==> config.mk <==
export PLATFORM = sky130hd
export DESIGN_NAME = spi_transaction_controller
export DESIGN_NICKNAME = d
export VERILOG_FILES = /design/src/rtl/ads131_spi_pkg.sv /design/src/rtl/sclk_edge_detect.sv /design/src/rtl/spi_transaction_controller.sv
export SDC_FILE = /design/constraint.sdc
export NUM_CORES = 1
export LEC_CHECK = 0
export CORE_MARGIN = 2
export CORE_UTILIZATION = 45
export CTS_CLUSTER_DIAMETER = 40
export DETAILED_ROUTE_END_ITERATION = 10
export PLACE_DENSITY = 0.73
export SLEW_MARGIN = 20
export SYNTH_ARGS = -nofsm -noshare
export SYNTH_HDL_FRONTEND = slang
export SYNTH_SLANG_ARGS = --single-unit
==> constraint.sdc <==
create_clock -name system_clock -period 1.6 [get_ports system_clock]
set_input_delay 0.24 -clock system_clock [delete_from_list [all_inputs] [get_ports system_clock]]
set_output_delay 0.24 -clock system_clock [all_outputs]
set_load 0.05 [all_outputs]
==> src/rtl/ads131_spi_pkg.sv <==
// ADS131A0x SPI transaction controller: shared state codes and timing.
// State codes are decoded by the downstream SCLK generator (3'd6 = run).
package ads131_spi_pkg;

  typedef enum logic [2:0] {
    ST_IDLE                    = 3'd0,
    ST_CS_SETUP                = 3'd1,
    ST_CS_HOLD                 = 3'd2,
    ST_DONE                    = 3'd3,
    ST_TRANSACTION_IN_PROGRESS = 3'd6
  } state_e;

  // Generator divider compare; SCLK toggles every this many clocks.
  localparam int SCLK_HALF_PERIOD = 7;

endpackage

==> src/rtl/sclk_edge_detect.sv <==
// Registers SPI_SCLK and flags its rising/falling edges (same clock domain).
// Ports: i_clk, i_rst_n, i_sclk -> o_rise, o_fall (combinational pulses).
module sclk_edge_detect
  import ads131_spi_pkg::*;
(
  input  logic i_clk,
  input  logic i_rst_n,
  input  logic i_sclk,
  output logic o_rise,
  output logic o_fall
);

  logic r_sclk_q;

  always_ff @(posedge i_clk or negedge i_rst_n) begin
    if (!i_rst_n) r_sclk_q <= 1'b0;
    else          r_sclk_q <= i_sclk;
  end

  assign o_rise = i_sclk & ~r_sclk_q;
  assign o_fall = ~i_sclk & r_sclk_q;

endmodule

==> src/rtl/spi_transaction_controller.sv <==
// Sequences one ADS131A0x SPI word (mode 1, MSB first) with CS setup/hold.
// Ports: start/tx_word in, busy/done/rx_word out, state_machine to SCLK gen,
// SPI_SCLK in from gen, SPI_CS_N/SPI_MOSI out, SPI_MISO in.
module spi_transaction_controller
  import ads131_spi_pkg::*;
#(
  parameter int WORD_BITS       = 24,
  parameter int CS_SETUP_CYCLES = 4,
  parameter int CS_HOLD_CYCLES  = 4
) (
  input  logic                 system_clock,
  input  logic                 reset_n,
  input  logic                 start,
  input  logic [WORD_BITS-1:0] tx_word,
  output logic                 busy,
  output logic                 done,
  output logic [WORD_BITS-1:0] rx_word,
  output logic [2:0]           state_machine,
  input  logic                 SPI_SCLK,
  output logic                 SPI_CS_N,
  output logic                 SPI_MOSI,
  input  logic                 SPI_MISO
);

  localparam int CS_MAX = (CS_SETUP_CYCLES > CS_HOLD_CYCLES) ?
                          CS_SETUP_CYCLES : CS_HOLD_CYCLES;
  localparam int CNT_W  = $clog2(CS_MAX + 1);
  localparam int BIT_W  = $clog2(WORD_BITS + 1);

  state_e               r_state, w_state_nxt;
  logic [CNT_W-1:0]     r_cnt, w_cnt_nxt;
  logic [BIT_W-1:0]     r_bit_cnt, w_bit_nxt;
  logic [WORD_BITS-1:0] r_tx, w_tx_nxt;
  logic [WORD_BITS-1:0] r_rx, w_rx_nxt;
  logic [WORD_BITS-1:0] r_rx_word, w_rx_word_nxt;
  logic                 r_cs_n, w_cs_n_nxt;
  logic                 r_mosi, w_mosi_nxt;
  logic                 r_done, r_busy;
  logic                 w_rise, w_fall;

  sclk_edge_detect u_edge (
    .i_clk   (system_clock),
    .i_rst_n (reset_n),
    .i_sclk  (SPI_SCLK),
    .o_rise  (w_rise),
    .o_fall  (w_fall)
  );

  always_ff @(posedge system_clock or negedge reset_n) begin
    if (!reset_n) begin
      r_state   <= ST_IDLE;
      r_cnt     <= '0;
      r_bit_cnt <= '0;
      r_tx      <= '0;
      r_rx      <= '0;
      r_rx_word <= '0;
      r_cs_n    <= 1'b1;
      r_mosi    <= 1'b0;
      r_done    <= 1'b0;
      r_busy    <= 1'b0;
    end else begin
      r_state   <= w_state_nxt;
      r_cnt     <= w_cnt_nxt;
      r_bit_cnt <= w_bit_nxt;
      r_tx      <= w_tx_nxt;
      r_rx      <= w_rx_nxt;
      r_rx_word <= w_rx_word_nxt;
      r_cs_n    <= w_cs_n_nxt;
      r_mosi    <= w_mosi_nxt;
      // Flag the DONE cycle itself, so done and rx_word appear together.
      r_done    <= (w_state_nxt == ST_DONE);
      r_busy    <= (w_state_nxt != ST_IDLE);
    end
  end

  always_comb begin
    w_state_nxt   = r_state;
    w_cnt_nxt     = r_cnt;
    w_bit_nxt     = r_bit_cnt;
    w_tx_nxt      = r_tx;
    w_rx_nxt      = r_rx;
    w_rx_word_nxt = r_rx_word;
    w_cs_n_nxt    = r_cs_n;
    w_mosi_nxt    = r_mosi;
    unique case (r_state)
      ST_IDLE: begin
        w_cs_n_nxt = 1'b1;
        if (start) begin
          w_tx_nxt    = tx_word;
          w_cnt_nxt   = '0;
          w_cs_n_nxt  = 1'b0;
          w_state_nxt = ST_CS_SETUP;
        end
      end
      ST_CS_SETUP: begin
        if (r_cnt == CNT_W'(CS_SETUP_CYCLES - 1)) begin
          w_cnt_nxt   = '0;
          w_state_nxt = ST_TRANSACTION_IN_PROGRESS;
        end else begin
          w_cnt_nxt = r_cnt + 1'b1;
        end
      end
      ST_TRANSACTION_IN_PROGRESS: begin
        if (w_rise) begin
          w_mosi_nxt = r_tx[WORD_BITS-1];
          w_tx_nxt   = r_tx << 1;
        end else if (w_fall) begin
          w_rx_nxt  = {r_rx[WORD_BITS-2:0], SPI_MISO};
          w_bit_nxt = r_bit_cnt + 1'b1;
          if (r_bit_cnt == BIT_W'(WORD_BITS - 1)) begin
            w_cnt_nxt   = '0;
            w_state_nxt = ST_CS_HOLD;
          end
        end
      end
      ST_CS_HOLD: begin
        w_mosi_nxt = 1'b0;
        if (r_cnt == CNT_W'(CS_HOLD_CYCLES - 1)) begin
          w_cnt_nxt     = '0;
          w_cs_n_nxt    = 1'b1;
          w_rx_word_nxt = r_rx;
          w_state_nxt   = ST_DONE;
        end else begin
          w_cnt_nxt = r_cnt + 1'b1;
        end
      end
      ST_DONE: begin
        w_bit_nxt   = '0;
        w_state_nxt = ST_IDLE;
      end
      default: begin
        w_cnt_nxt   = '0;
        w_bit_nxt   = '0;
        w_cs_n_nxt  = 1'b1;
        w_mosi_nxt  = 1'b0;
        w_state_nxt = ST_IDLE;
      end
    endcase
  end

  assign state_machine = r_state;
  assign busy          = r_busy;
  assign done          = r_done;
  assign rx_word       = r_rx_word;
  assign SPI_CS_N      = r_cs_n;
  assign SPI_MOSI      = r_mosi;

endmodule

Word-level counts from Yosys, hierarchy flattened

Cells that the tools add are included.

Flip-flop bits (word level): 88
Input bits: 29
Output and inout port bits: 31
Logic and storage cells: 73

$add $sub $neg: 2
Equality and inequality tests: 13
Muxes and demuxes: 24
Bitwise logic cells: 9
Reduce and logical (&&, ||, !) cells: 14

Operator list:

| kind                | count |
|---|---|
| $mux 24             | 2 |
| $pmux 24 s2         | 1 |
| $mux 3              | 11 |
| $pmux 3 s4          | 2 |
| $eq 3x2->1 const B  | 4 |
| $mux 5              | 2 |
| $pmux 5 s2          | 1 |
| $reduce_and 3->1    | 3 |
| $reduce_or 3->1     | 3 |
| $ne 2x2->1 const B  | 4 |
| $not 1->1           | 7 |
| $reduce_and 2->1    | 3 |
| $add 5x1->5 const B | 1 |
| $eq 5x5->1 const B  | 1 |
| $reduce_and 5->1    | 1 |
| $ne 2x1->1 const B  | 2 |
| $add 3x1->3 const B | 1 |
| $eq 3x1->1 const B  | 1 |
| $eq 3x3->1 const B  | 1 |
| $logic_not 3->1     | 1 |
| $mux 1              | 3 |
| $pmux 1 s3          | 1 |
| $reduce_bool 3->1   | 1 |
| $and 1x1->1         | 2 |
| 3 further kinds     | 3 |

Logic depth before layout (Yosys ltp)

Gate-level depths: netlist (run 1).

Depth in word-level cells: 6
Mapped depth: 5
Gate-level depth less buffers: 4

Hierarchy

A second synthesis (run 1) with hierarchy kept.

Cells, all modules: 263
Area total of the unflattened synthesis: 3827.4 sq um

By module, submodules not included:

| module                     | instances | cells an instance | area each (sq um) | seq. area each (sq um) |
|---|---|---|---|---|
| spi_transaction_controller | 1         | 260               | 3787.4            | 2178.3 |
| sclk_edge_detect           | 1         | 3                 | 40.0              | 25.0 |

Least setup slack after synthesis (run 1)

Ideal clock, no wire load.

Path type: reg-to-reg
From: register r_state[2], in the netlist state_machine[2]
To: register r_tx[10]
Setup time: 125 ps
Arrival: 1881 ps
Required time: 1475 ps
Path slack: -406 ps
Stages on the path, launching flop included: 6
Path buffers: 2
Period minus slack after synthesis: 2006 ps
Cells stage by stage: dfrtp_1 buf_6 or3b_4 a21oi_4 buf_6 mux2_2

Longest elaborated chain between the ends: 3
Elaborated cells between the ends (all ways): 7
Classes of those cells: 3 x eq/ne; 1 x mux; 3 x reduce/logical

Ends and longest elaborated chain:

| what                                                 | RTL line                         | source |
|---|---|---|
| start: declaration                                   | spi_transaction_controller.sv:30 | `state_e r_state, w_state_nxt;` |
| start signal: assignment                             | spi_transaction_controller.sv:62 | `r_state <= w_state_nxt;` |
| $eq 3x3->1 / $logic_not 3->1 (equally long branches) | spi_transaction_controller.sv:85 | `unique case (r_state)` |
| $ne 2x1->1 (no line), or another cell as far along   | n/a                              |  |
| $reduce_and 3->1 (no line)                           | n/a                              |  |
| end signal: assignment                               | spi_transaction_controller.sv:65 | `r_tx <= w_tx_nxt;` |
| end: declaration                                     | spi_transaction_controller.sv:33 | `logic [WORD_BITS-1:0] r_tx, w_tx_nxt;` |

Several ways; a longest one is shown, not always the timed one.
A chain may end at the register's enable or synchronous reset.

Worst setup path in the final report (run 1)

From: register r_state[1], in the netlist state_machine[1]
To: register r_tx[11]

Same word-level chain as after synthesis.

==> flow_summary.json, run 1 <==
{
  "cts-htree-levels": 3,
  "ys_ff_latch": 88,
  "cp.arrival_ps": 1930,
  "fin_crit_ps": 1700,
  "grt_remaining_overflow": 0,
  "start_util_pct": 46.5,
  "port_buffers": 59,
  "ios": 60,
  "cap_violations": 0,
  "grt_pass1_vias": 2332,
  "gp_congestion": 0.752,
  "hold_class": "input port to async pin",
  "violations": "setup timing",
  "clk_latency_ps": 350,
  "root_buffer": "clkbuf_8",
  "hold_viol": 0,
  "grt_start_max_net_pins": 32,
  "grt_pass1_wl_mm": 11.0,
  "fin_ws_ps": -95.2,
  "ys.flop_type": "dfrtp_1",
  "timing.fmax_ghz": 0.590,
  "path_delay_family": "flip-flops",
  "place_ws_ps": -371,
  "syn_to_final_growth_pct": 29.9,
  "die_w_um": 96.1,
  "cp_slowest_cell": "dfrtp_2",
  "path_buf_inv": 1,
  "outcome": "finished with violations",
  "synth_cells": 262,
  "critPathKind": "flop to flop",
  "worstPathMaxFanout": 24,
  "fin_nets": 375,
  "cts_tree": "built",
  "powerDensity_nw_per_um2": 1260,
  "rows": 33,
  "tightest_slew_ps": 498,
  "cts.clk_slew.worst_paths_ps": 90,
  "peakVddDrop_mv": 0.691,
  "cpPeakStageDelay_ps": 440,
  "dp_hpwl_mm": 4.65,
  "rsz0062_at_grt": "true",
  "cts.path.max_buffers": 2,
  "fill_cells": 648,
  "synth_warnings": 0,
  "ant_nets": 0,
  "synthesis.area_um2": 3820,
  "fp.dieH_um": 96.1,
  "worstPathRequired_ps": 1830,
  "diodes": 0,
  "drt_iter0_drc": 89,
  "vias": 2347,
  "drc": 0,
  "wl_per_cell_um": 15.2,
  "finClkSkew_ps": 11.2,
  "slew_headroom_pct": 65.9,
  "p_leak_uw": 0.00233,
  "setup_viol": 23,
  "syn_area_per_cell_um2": 14.6,
  "end_kind": "flop",
  "yosysSeqAreaShare_pct": 57.7,
  "clock_sinks": 88,
  "synth_edf_count": 0,
  "track_usage_pct": 15.5,
  "synthArstFlopShare_pct": 100,
  "period_share_pct": 106,
  "total_power_uw": 6280,
  "die-area_um2": 9240,
  "synth.net_count": 293,
  "drive_gt1_share_pct": 50.1,
  "drv_slew": 0,
  "drt_pass1_iterations": 4,
  "via_per_inst": 5.17,
  "core_area_um2": 8220,
  "worstPathCellList": "or3b_4 > a21oi_4 > buf_12 > mux2_2",
  "cts_buffers": 9,
  "wl_mm": 6.90,
  "antenna_found_initial": 0,
  "critPathLaunchType": "flop",
  "ys_types": 35,
  "holdWs_ps": 350
}
[power breakdown]
group	switching (uW)	internal [uW]	total (uW)
Clock	816	574	1390
Sequential	235	2650	2880
Combinational	904	1100	2000
Total	1960	4320	6280
[per-layer routing]
metal	vias to the layer above	part of all wire, %	GRT usage (%)
met5	-	0	0
met4	0	0.99	3.93
met3	9	5.6	4.86
met2	53	46	24.4
met1	1177	47	21.1
li1	1108	-	-
[cells in the mapped netlist, types with 2 or more instances]
master    instances  area [um2]
nor3_1            2        10.0
mux2_4            4        60.1
nand2_1           6        22.5
buf_6             3        33.8
buf_4             4        30.0
mux2i_1           3        30.0
nand3b_1          2        15.0
mux2_2           90        1010
nand2b_1          4        25.0
ha_1              2        25.0
o211ai_1          5        37.5
inv_1            10        37.5
or4_1             3        22.5
a31oi_1           3        18.8
nand4b_1          2        17.5
nand3_1           6        30.0
buf_2             5        25.0
o21ai_0           5        25.0
dfrtp_1          87        2180
[cell families after synthesis]
family	count (synthesis)	share of synthesized area [%]
multiplexers	98	29.2
AO/OA/AOI/OAI	19	3.60
XOR/XNOR	1	0.229
buffers and inverters	22	3.31
AND/OR/NAND/NOR	32	5.34
adder cells (fa/ha/maj)	2	0.655
flip-flops	88	57.7
[final cells by class]
class	instances	area, um2	share of cell area (%)
inverters	10	37.5	0.756
well taps	105	131	2.65
clock inverters	7	55.1	1.11
repair buffers	83	822	16.6
flip-flops and latches	88	2210	44.5
multi-input cells	152	1590	32.0
clock buffers	9	124	2.50
[flip-flops by register name (all words and copies together) (netlist names)]
signal	count
busy	1
SPI_MOSI	1
SPI_CS_N	1
rx_word	24
state_machine	3
r_cnt	3
u_edge.r_sclk_q	1
r_rx	24
r_tx	24
done	1
r_bit_cnt	5
[worst register-to-register path, cell delays in order, from the launching register on]
cell and delay (ps):
dfrtp_2 440, or3b_4 420, a21oi_4 150, buf_12 200, mux2_2 360
[worst paths after layout]
kind	cells past startpoint	end	startpoint	slack (ps)
worst max-delay path	4	r_tx[11]	state_machine[1]	-100
worst min-delay path	2	r_tx[17]	reset_n	350
worst max register to register	4	r_tx[11]	state_machine[1]	-100
worst min register to register	1	r_tx[3]	r_tx[3]	510
max in group asynchronous	3	SPI_CS_N	reset_n	690
min in group system_clock	1	u_edge.r_sclk_q	SPI_SCLK	430
[cell usage in the layout, fill, tap and decap left out, drive strengths merged, types with 2 or more instances in the layout]
cell type	n
mux2	95
dfrtp	87
buf	55
clkdlybuf4s50	27
inv	12
clkbuf	9
nand3	7
nand2	6
o21ai	5
o211ai	5
clkinvlp	5
nand2b	4
mux2i	3
or4	3
a31oi	3
nand4b	2
nor3	2
nand3b	2
a21oi	2
ha	2
[through the flow]
stage	instance area [um2]	instances	TNS (ps)	utilization, %
2_1_floorplan	3930	262	-8700	-
3_3_place_gp	4740	434	-11890	57.6
3_5_place_dp	4740	434	-12200	57.6
4_1_cts	4920	451	-1680	59.9
5_1_grt	4960	454	-2820	60.4
6_report	4960	454	-1730	60.4
[repair_timing]
| action | in CTS | in global routing |
|---|---|---|
| endpoints found under the hold margin | 28 | 0 |
| setup endpoints to repair | 25 | 64 |
| gates resized for setup | 0 | 4 |
| setup buffers | 0 | 3 |
| hold buffers | 1 | 0 |
| pin swaps | 0 | 2 |
No activity file was read; power rests on OpenSTA's default activity.
==> run 2, diff against run 1 <==
Settings changed: CTS_CLUSTER_DIAMETER 40 to default.
==> results of run 2 <==
Same layout as run 1: the final DEF is identical, and so are final timing and power.
